<file path="config.mk">
export PLATFORM = sky130hd
export DESIGN_NAME = rgb_pwm_generator
export DESIGN_NICKNAME = d
export VERILOG_FILES = /design/src/rtl/rgb_pwm_generator.sv
export SDC_FILE = /design/constraint.sdc
export NUM_CORES = 1
export LEC_CHECK = 0
export ABC_CLOCK_PERIOD_IN_PS = 2500
export BUFFER_PORTS_ARGS = -buffer_cell sky130_fd_sc_hd__buf_2
export CORE_ASPECT_RATIO = 1.2
export CORE_UTILIZATION = 35
export CTS_BUF_LIST = sky130_fd_sc_hd__clkbuf_8
export CTS_CLUSTER_DIAMETER = 100
export DETAILED_ROUTE_END_ITERATION = 8
export SYNTH_ARGS = -nofsm -noshare
export SYNTH_HDL_FRONTEND = slang
export SYNTH_SLANG_ARGS = --single-unit
</file>
<file path="constraint.sdc">
create_clock -name clk -period 2.5 [get_ports clk]
set_input_delay 0.375 -clock clk [delete_from_list [all_inputs] [get_ports clk]]
set_output_delay 0.375 -clock clk [all_outputs]
set_load 0.02 [all_outputs]
</file>
<file path="src/rtl/rgb_pwm_generator.sv">
// rtl/rgb_pwm_generator.sv - three-channel PWM LED driver with period-boundary duty capture
module rgb_pwm_generator #(
    parameter int unsigned PRESCALE   = 100,
    parameter bit          ACTIVE_LOW = 1'b0
) (
    input  logic       clk,
    input  logic       rst,
    input  logic       en,
    input  logic [7:0] R_time_in,
    input  logic [7:0] G_time_in,
    input  logic [7:0] B_time_in,
    output logic       led_r,
    output logic       led_g,
    output logic       led_b,
    output logic       period_done,
    output logic       busy
);
    typedef enum logic [1:0] {S_IDLE, S_LOAD, S_RUN} state_t;

    localparam logic [15:0] PRE_MAX = 16'(PRESCALE - 1);

    state_t      r_state;
    logic [15:0] r_pre;
    logic [7:0]  r_pwm_cnt;
    logic [7:0]  r_sh_r;
    logic [7:0]  r_sh_g;
    logic [7:0]  r_sh_b;

    logic w_tick;
    logic w_wrap;

    assign w_tick = (r_pre == PRE_MAX);
    assign w_wrap = w_tick && (r_pwm_cnt == 8'd254);

    always_ff @(posedge clk) begin
        if (rst) begin
            r_state     <= S_IDLE;
            r_pre       <= '0;
            r_pwm_cnt   <= '0;
            r_sh_r      <= '0;
            r_sh_g      <= '0;
            r_sh_b      <= '0;
            led_r       <= ACTIVE_LOW;
            led_g       <= ACTIVE_LOW;
            led_b       <= ACTIVE_LOW;
            period_done <= 1'b0;
            busy        <= 1'b0;
        end else begin
            period_done <= 1'b0;
            led_r       <= ACTIVE_LOW;
            led_g       <= ACTIVE_LOW;
            led_b       <= ACTIVE_LOW;
            case (r_state)
                S_IDLE: begin
                    r_pre     <= '0;
                    r_pwm_cnt <= '0;
                    if (en) begin
                        r_state <= S_LOAD;
                        busy    <= 1'b1;
                    end
                end
                S_LOAD: begin
                    r_sh_r    <= R_time_in;
                    r_sh_g    <= G_time_in;
                    r_sh_b    <= B_time_in;
                    r_pre     <= '0;
                    r_pwm_cnt <= '0;
                    r_state   <= S_RUN;
                    busy      <= 1'b1;
                end
                S_RUN: begin
                    led_r <= (r_pwm_cnt < r_sh_r) ^ ACTIVE_LOW;
                    led_g <= (r_pwm_cnt < r_sh_g) ^ ACTIVE_LOW;
                    led_b <= (r_pwm_cnt < r_sh_b) ^ ACTIVE_LOW;
                    if (w_tick) begin
                        r_pre <= '0;
                        if (w_wrap) begin
                            r_pwm_cnt   <= '0;
                            period_done <= 1'b1;
                            // New colour is only taken at the boundary; a stop still finishes this period
                            if (en) begin
                                r_sh_r <= R_time_in;
                                r_sh_g <= G_time_in;
                                r_sh_b <= B_time_in;
                            end else begin
                                r_state <= S_IDLE;
                                busy    <= 1'b0;
                            end
                        end else begin
                            r_pwm_cnt <= r_pwm_cnt + 8'd1;
                        end
                    end else begin
                        r_pre <= r_pre + 16'd1;
                    end
                end
                default: begin
                    r_state <= S_IDLE;
                    busy    <= 1'b0;
                end
            endcase
        end
    end
endmodule
</file>
# Yosys cells after proc, flatten, opt, wreduce, memory -nomap -nowiden
# Cells that the tools add are included.
dict set report word_totals {
  memories 0
  output_inout_bits 5
  word_cells 65
  mem_bits_ro 0
  latch_bits 0
  mem_bits_rw 0
  ff_bits 55
}
dict set report op_classes {
  muxes 28
  eq_ne 9
  reduce_logical 10
  mul 0
  shifts 0
  bitwise_logic 2
  magnitude_cmp 3
  add_sub_neg 2
  n_div 0
}
# cell count
set ops {}
lappend ops {{8-bit two-way mux} 11}
lappend ops {{8-bit case mux with 2 select lines} 4}
lappend ops {{16-bit case mux with 2 select lines} 1}
lappend ops {{8-bit less-than comparator} 3}
lappend ops {{16-bit by 1-bit adder with 16-bit output, second input constant} 1}
lappend ops {{16-bit by 7-bit equality test with 1-bit output, second input constant} 1}
lappend ops {{16-bit two-way mux} 1}
lappend ops {{2-bit != test, second input constant} 5}
lappend ops {{8-bit by 1-bit adder with 8-bit output, second input constant} 1}
lappend ops {{8-bit equality test, second input constant} 1}
lappend ops {{2-bit two-way mux} 4}
lappend ops {{4-bit AND reduction} 2}
lappend ops {{2-bit case mux with 3 select lines} 1}
lappend ops {{1-bit two-way mux} 5}
lappend ops {{2-bit nonzero test} 2}
lappend ops {{2-bit OR reduction} 2}
lappend ops {{1-bit case mux with 3 select lines} 1}
lappend ops {{3-bit OR reduction} 1}
lappend ops {{2-bit by 1-bit equality test with 1-bit output, second input constant} 1}
lappend ops {{2-bit equality test, second input constant} 1}
lappend ops {{2-bit logical NOT} 1}
lappend ops {{1-bit inverter} 2}
lappend ops {{2-bit AND reduction} 1}
lappend ops {{1-bit logical AND} 1}

# Logic depth before layout (Yosys ltp)
# Gate-level depths: netlist of run 1.
dict set report logic_depth {
  word_depth 5
  depth_mapped 8
}

# Least setup slack after synthesis of run 1
# No wires, ideal clock.
dict set report synth_timing {
  path_kind {flip-flop to flip-flop}
  from {reg r_pre[0]}
  to {reg r_sh_b[0]}
  t_required_ps 2372
  path_slack_ps -119
  stages_incl_launch_ff 9
  t_arrival_ps 2491
  synth_period_minus_slack_ps 2619
  cell_sequence {dfxtp_1 -> ha_1 -> or3b_2 -> or4_1 -> buf_6 -> o31ai_4 -> buf_8 -> mux2i_1 -> nor2_1}
}
dict set report synth_between {
  elab_chain_cells 4
}
# item line
set synth_lines {}
lappend synth_lines {{start, declared} 23} ;# logic [15:0] r_pre;
lappend synth_lines {{start signal, assigned} 93} ;# r_pre <= r_pre + 16'd1;
lappend synth_lines {{16-bit by 7-bit equality test with 1-bit output (*)} 32} ;# assign w_tick = (r_pre == PRE_MAX);
lappend synth_lines {{1-bit logical AND} 33} ;# assign w_wrap = w_tick && (r_pwm_cnt == 8'd254);
lappend synth_lines {{2-bit != test (no line)} n/a}
lappend synth_lines {{4-bit AND reduction (no line) (*)} n/a}
lappend synth_lines {{end signal, assigned} 65} ;# r_sh_b <= B_time_in;
lappend synth_lines {{end signal, assigned} 84} ;# r_sh_b <= B_time_in;
lappend synth_lines {{end, declared} 27} ;# logic [7:0] r_sh_b;
# Mark *: on every way between the ends. The rest lies on a longest branch, timed or not.
# A chain may end at the register's enable or synchronous reset.

# Final worst setup path of run 1
dict set report layout_timing {
  from {reg r_pre[15]}
  to {reg r_sh_b[4]}
}
# Same word-level chain as after synthesis.

==> results.txt, run 1 <==
Hold Crit Start: B_time_in[1]
Area of the core: 0.00806 mm²
R2R setup slack: 0.02 ns
Critical path launch point type: flop
Xor-xnor portion of the synthesized cell area: 2.11%
Final min period: 2.48 ns
Final antenna-violating net count: 0
Met2 WL: 3420 µm
Yosys cell types: 45
Number of flops mapped to enable cells by yosys: 0
Run status: completed
Worst-path clk slew: 0.11 ns
Area share of and/or/nand/nor cells after synthesis: 22.8%
Chip width: 85.1 µm
CTS H-tree lvls: 2
Crit path capture: r_sh_b[4]
PD cells: 493 mW/mm²
Die Ht: 102 µm
Int Power: 1300 µW
Vias in the first global route: 2325
RD Place Congestion: 0.881
Area share of the largest cell type after synthesis: 37.9%
First-pass GRT wire length: 10900 µm
Initial core utilization: 36.0%
Adder-cell share of the synthesized area: 10.3%
Max-Cap Viols: 0
Number of diodes: 0
Combinational share of power: 11.9%
Setup ws final: 0.0219 ns
PortBufs: 31
Worst-Margin Slew: 0.535 ns
Register area share after synthesis: 37.9%
Ys Warns: 0
Std-Cell Rows: 36
Drt first pass iters: 4
Period utilization: 99.1%
Place WS: 0.0578 ns
Worst VDD drop: 0.287 mV
Cell accounting for the most synthesized area: dfxtp_1
Endpoints failing setup: 0
Avg Inst Size Synth: 8.69 µm²
Drt via density: 5.21
CTS tree: done
Cells on worst reg2reg path: 7
RR Endpoint: r_sh_b[4]
Main synth FF type: dfxtp_1
Net Sw Power: 433 µW
Setup crit start: r_pre[15]
Leakage: 0.00138 µW
Fraction of layout cells with a size suffix above 1: 21.3%
Highest Signal Layer: met4
Clock sinks: 55
Reg-to-Reg Start: r_pre[15]
Final slew viol count: 0
WL/cell: 14.1 µm
Crit. End Element: flop
Initial antenna violation count: 0
Final WL: 6830 µm
# IOs: 32
Die area: 0.00866 mm²
Crit-path max FO: 12
Via count: 2521
Seq cells post-synth: 55
DRC: 0
Synth-to-layout area growth: 21.3%
Ys async rst share: 0%
Worst setup path category: flop to flop
Synthesized netlist net count: 385
GRT overflow: 0
Post-route met1 wirelength: 3130 µm
Compound-cell area share of the yosys netlist: 11.8%
WL met3: 169 µm
Final nets: 439
Sequential share of power: 52.9%
Max Fclk: 404 MHz
Required time of the critical path: 2.68 ns
Hold Violations, Final: 0
Relative slew slack: 64.3%
RSZ-0062 raised after global routing: true
Min-Delay Path Class: input pin to flop
Clock network power share: 35.3%
Clock Tree Buf Depth: 2
Total Routing Usage GR: 15.7%
Clock Skew: 0.0151 ns
Post-synthesis mux area share: 9.05%
Largest family of logic cells by synthesized area: simple AND/OR/NAND/NOR gates
Initial DRC count: 71
Gate Count Post-Synth: 334
WP data arrival: 2.66 ns
Pin count of the biggest net entering global routing: 30
Clk Latency, worst-skew pair: 0.32 ns
CTS buffer count: 5
Fin Setup TNS: 0 ns
Switching part of the total power: 24.9%
Synth area leaders: dfxtp_1, ha_1, mux2i_1, nor2_1, nand4_1
Clock Tree Root: clkbuf_8
DP HPWL: 4900 µm
Cell Area, Synth: 0.00290 mm²
==> logic make-up (layout without fill, tap and decap cells) <==
group / Yosys count / in the layout
and+or+nand+nor: 131 / 131
DFF: 55 / 55
AOI/OAI and AO/OA: 53 / 53
buffers and inverters: 38 / 93
muxes: 26 / 26
adders and majority gates: 24 / 24
xor gates and xnor gates: 7 / 7
==> worst min path at each step <==
| stage | slack (ns) | cells after the start | endpoint |
|---|---|---|---|
| final | 0.28 | 3 | r_sh_b[1] |
| after global placement | 0.46 | 2 | r_pre[15] |
| after floorplan | 0.45 | 2 | r_pre[15] |
| after detailed placement | 0.47 | 2 | r_pre[15] |
| after CTS | 0.28 | 3 | r_sh_b[1] |
| after global routing | 0.29 | 3 | r_sh_r[5] |
==> cells in the final DEF, fill, tap and decap left out, types with 3 or more instances in the layout <==
cell	instances
a211oi_1	6
a21boi_0	3
a21oi_1	15
and3_1	4
buf_2	31
buf_4	22
clkbuf_8	5
dfxtp_1	51
ha_1	23
inv_1	27
mux2i_1	24
nand2_1	19
nand3_1	6
nand4_1	17
nor2_1	54
nor3_1	4
nor4_1	5
o21ai_0	19
or3_1	3
xor2_1	5
==> cell type report <==
class | count | area (µm²)
Multi-Input combinational cell | 241 | 1660
Clock buffer | 5 | 68.8
Sequential cell | 55 | 1110
Fill cell | 797 | 4540
Clock inverter | 3 | 47.5
Tap cell | 95 | 119
Timing Repair Buffer | 57 | 410
Inverter | 28 | 105
==> layer usage <==
| metal | up-vias | GRT usage [%] |
|---|---|---|
| met5 | - | 0 |
| met4 | 0 | 5.08 |
| met3 | 9 | 2.93 |
| met2 | 42 | 27.9 |
| met1 | 1172 | 19.2 |
| li1 | 1298 | - |
==> critical path, stage by stage (launching register included) <==
cell       delay [ns]
dfxtp_1          0.34
or4_1            0.60
or4_4            0.55
o31ai_4          0.29
buf_12           0.16
clkbuf_16        0.18
mux2i_1          0.18
nor2_1           0.05
==> metrics by stage <==
stage / total power (µW) / utilization [%] / hold slack, ns / cells / area, µm²
floorplan: 1060 / - / 0.445 / 334 / 2910
global placement: 1120 / 40.5 / 0.465 / 469 / 3270
detailed placement: 1130 / 40.5 / 0.470 / 469 / 3270
CTS: 1740 / 42.0 / 0.282 / 477 / 3390
global route: 1810 / 43.7 / 0.288 / 484 / 3520
finish: 1740 / 43.7 / 0.284 / 484 / 3520
==> Yosys cell counts (2+ instances only) <==
cell       n
a211oi_1   6
or4_1      2
xnor2_1    2
mux2_2     2
nand3_1    6
and3_1     4
nand2b_1   2
xor2_1     5
dfxtp_1   55
nor3_1     4
nor4b_1    2
a31oi_1    2
buf_8      2
or3_1      3
o41ai_1    3
nand4_1   17
ha_1      24
a21boi_0   3
nand2_1   19
mux2i_1   24
nor2b_1    2
nor2_1    54
nor4_1     5
a21oi_1   15
nand4b_1   2
clkbuf_1   6
o21ai_0   19
inv_1     27
==> flip-flops by register name (all words and copies together), names as in the netlist, 2 cells and up <==
signal,count
r_pre,16
r_pwm_cnt,8
r_sh_b,8
r_sh_g,8
r_sh_r,8
r_state,2
==> what timing repair did <==
action	4_1_cts	5_1_grt
resized for setup	0	9
setup endpoints to repair	0	26
hold buffers	0	0
setup buffers	0	5
==> power by group through the flow <==
stage	clock (µW)	sequential [µW]	combinational [µW]
4_1_cts	631	920	188
2_1_floorplan	0	937	127
3_5_place_dp	0	940	187
3_3_place_gp	0	939	183
6_report	613	918	206
5_1_grt	663	922	228
No activity file was read; power rests on OpenSTA's default activity.
==> run 2, diff against run 1 <==
CORE_MARGIN = 2   (was unset)
REMOVE_ABC_BUFFERS = 1   (was unset)
==> results.txt, run 2 (same netlist as run 1, synthesis figures left out) <==
Final antenna-violating net count: 0 (unchanged)
Run status: completed (unchanged)
Drt via density: 5.23 (was 5.21)
CTS tree: done (unchanged)
Crit. End Element: flop (unchanged)
Design area: 0.00349 mm² (was 0.00352 mm²)
Combinational share of power: 11.5% (was 11.9%)
Leakage: 0.00139 µW (was 0.00138 µW)
CTS buffer count: 5 (unchanged)
Worst-Margin Slew: 0.492 ns (was 0.535 ns)
WP data arrival: 2.61 ns (was 2.66 ns)
Final nets: 442 (was 439)
First-pass GRT wire length: 11600 µm (was 10900 µm)
Clock Tree Root: clkbuf_8 (unchanged)
Crit path capture: r_sh_g[7] (was r_sh_b[4])
Synth-to-layout area growth: 20.2% (was 21.3%)
RD Place Congestion: 0.897 (was 0.881)
Max-Cap Viols: 0 (unchanged)
PD cells: 502 mW/mm² (was 493 mW/mm²)
Std-Cell Rows: 36 (unchanged)
Clock Skew: 0.0148 ns (was 0.0151 ns)
Vias in the first global route: 2586 (was 2325)
Drt first pass iters: 4 (unchanged)
Fraction of layout cells with a size suffix above 1: 20.2% (was 21.3%)
Period utilization: 96.5% (was 99.1%)
Most common cell after layout, fill and taps aside: dfxtp_1 (was nor2_1)
CTS H-tree lvls: 2 (unchanged)
# IOs: 32 (unchanged)
Worst-path clk slew: 0.09 ns (was 0.11 ns)
Number of diodes: 0 (unchanged)
Fillers: 821 (was 797)
Die Ht: 104 µm (was 102 µm)
Endpoints failing setup: 0 (unchanged)
Cell Area, Placed: 0.00331 mm² (was 0.00327 mm²)
Max Fclk: 415 MHz (was 404 MHz)
Critical path launch point type: flop (unchanged)
Chip width: 87.1 µm (was 85.1 µm)
Hold Violations, Final: 0 (unchanged)
Final WL: 6690 µm (was 6830 µm)
Total Routing Usage GR: 15.5% (was 15.7%)
Clock sinks: 55 (unchanged)
Clock network power share: 36.1% (was 35.3%)
Net Sw Power: 424 µW (was 433 µW)
Setup crit start: r_pre[0] (was r_pre[15])
Cells on worst reg2reg path: 8 (was 7)
Initial antenna violation count: 0 (unchanged)
Via count: 2545 (was 2521)
Pwr Total: 1750 µW (was 1740 µW)
GRT overflow: 0 (unchanged)
Pin count of the biggest net entering global routing: 27 (was 30)
R2R setup slack: 0.09 ns (was 0.02 ns)
Required time of the critical path: 2.69 ns (was 2.68 ns)
Final min period: 2.41 ns (was 2.48 ns)
Min-Delay Path Class: input pin to flop (unchanged)
RR Endpoint: r_sh_g[7] (was r_sh_b[4])
Final slew viol count: 0 (unchanged)
Clk Latency, worst-skew pair: 0.32 ns (about the same)
Worst setup path category: flop to flop (unchanged)
Area of the core: 0.00811 mm² (was 0.00806 mm²)
Most frequent cells in the layout: dfxtp_1, nor2_1, buf_2 (was nor2_1, dfxtp_1, buf_2)
Crit-path max FO: 6 (was 12)
Sequential share of power: 52.4% (was 52.9%)
Die area: 0.00904 mm² (was 0.00866 mm²)
Initial DRC count: 132 (was 71)
DRC: 0 (unchanged)
PortBufs: 31 (unchanged)
Final Core Density: 43.0% (was 43.7%)
Worst VDD drop: 0.269 mV (was 0.287 mV)
WL/cell: 13.7 µm (was 14.1 µm)
Largest register FFs: 16 (unchanged)
Place WS: 0.0527 ns (was 0.0578 ns)
Hold_buf cts: 0 (unchanged)
Relative slew slack: 67.1% (was 64.3%)
Fin Setup TNS: 0 ns (unchanged)
Switching part of the total power: 24.2% (was 24.9%)
Biggest register: r_pre (unchanged)
DP HPWL: 4930 µm (was 4900 µm)
Clock Tree Buf Depth: 2 (unchanged)
Int Power: 1330 µW (was 1300 µW)
Initial core utilization: 35.8% (was 36.0%)
Reg-to-Reg Start: r_pre[0] (was r_pre[15])
Setup ws final: 0.0881 ns (was 0.0219 ns)
==> run 2: cell types whose count changed in the layout (fill, tap and decap cells not counted), sizes merged <==
| cell | delta |
|---|---|
| clkinv | -1 |
| buf | +4 |
==> run 2: layer usage <==
metal	wire (µm)	vias up	track usage (%)
met5	0	-	0
met4	140	0	5.38
met3	180	15	2.47
met2	3490	47	27.7
met1	2880	1185	18.5
li1	-	1298	-
==> run 2: what timing repair did <==
| item | in CTS | in global routing |
|---|---|---|
| setup buffers | 0 | 2 |
| endpoints found under the setup margin | 0 | 29 |
| resized for setup | 0 | 1 |
==> run 2: area by class of cell <==
| cell class | count | area [µm²] | area share [%] |
|---|---|---|---|
| Multi-Input combinational cell | 241 | 1640 | 46.9 |
| Sequential cell | 55 | 1100 | 31.6 |
| Timing Repair Buffer | 60 | 407 | 11.7 |
| Tap cell | 95 | 119 | 3.41 |
| Inverter | 28 | 105 | 3.01 |
| Clock buffer | 6 | 82.6 | 2.37 |
| Clock inverter | 2 | 38.8 | 1.11 |
==> run 2: power groups by stage <==
| stage | logic (µW) | clock network [µW] | registers (µW) |
|---|---|---|---|
| finish | 201 | 633 | 918 |
| global route | 227 | 680 | 922 |
| CTS | 189 | 654 | 918 |
| detailed placement | 188 | 0 | 938 |
| global placement | 184 | 0 | 938 |
| floorplan | 109 | 0 | 942 |
==> run 2: critical path: stages, from the launching register on <==
cell       delay (ns)
dfxtp_1          0.36
ha_1             0.20
or3b_2           0.47
or4_1            0.48
o31ai_4          0.21
buf_4            0.18
clkbuf_16        0.16
mux2i_1          0.18
nor2_1           0.05
==> run 2: worst min path at each step <==
stage	startpoint	to	slack, ns	cells past startpoint
floorplan	rst	r_state[1]	0.44	1
global placement	r_pre[15]	r_pre[15]	0.47	2
detailed placement	r_pre[15]	r_pre[15]	0.48	2
CTS	rst	r_state[1]	0.27	2
global route	rst	r_state[1]	0.28	2
finish	rst	r_state[1]	0.28	2
==> run 2: stage by stage <==
step	hold slack (ns)	cells
detailed placement	0.480	475
CTS	0.269	483
global route	0.277	487
finish	0.283	487
floorplan	0.444	324
global placement	0.468	475
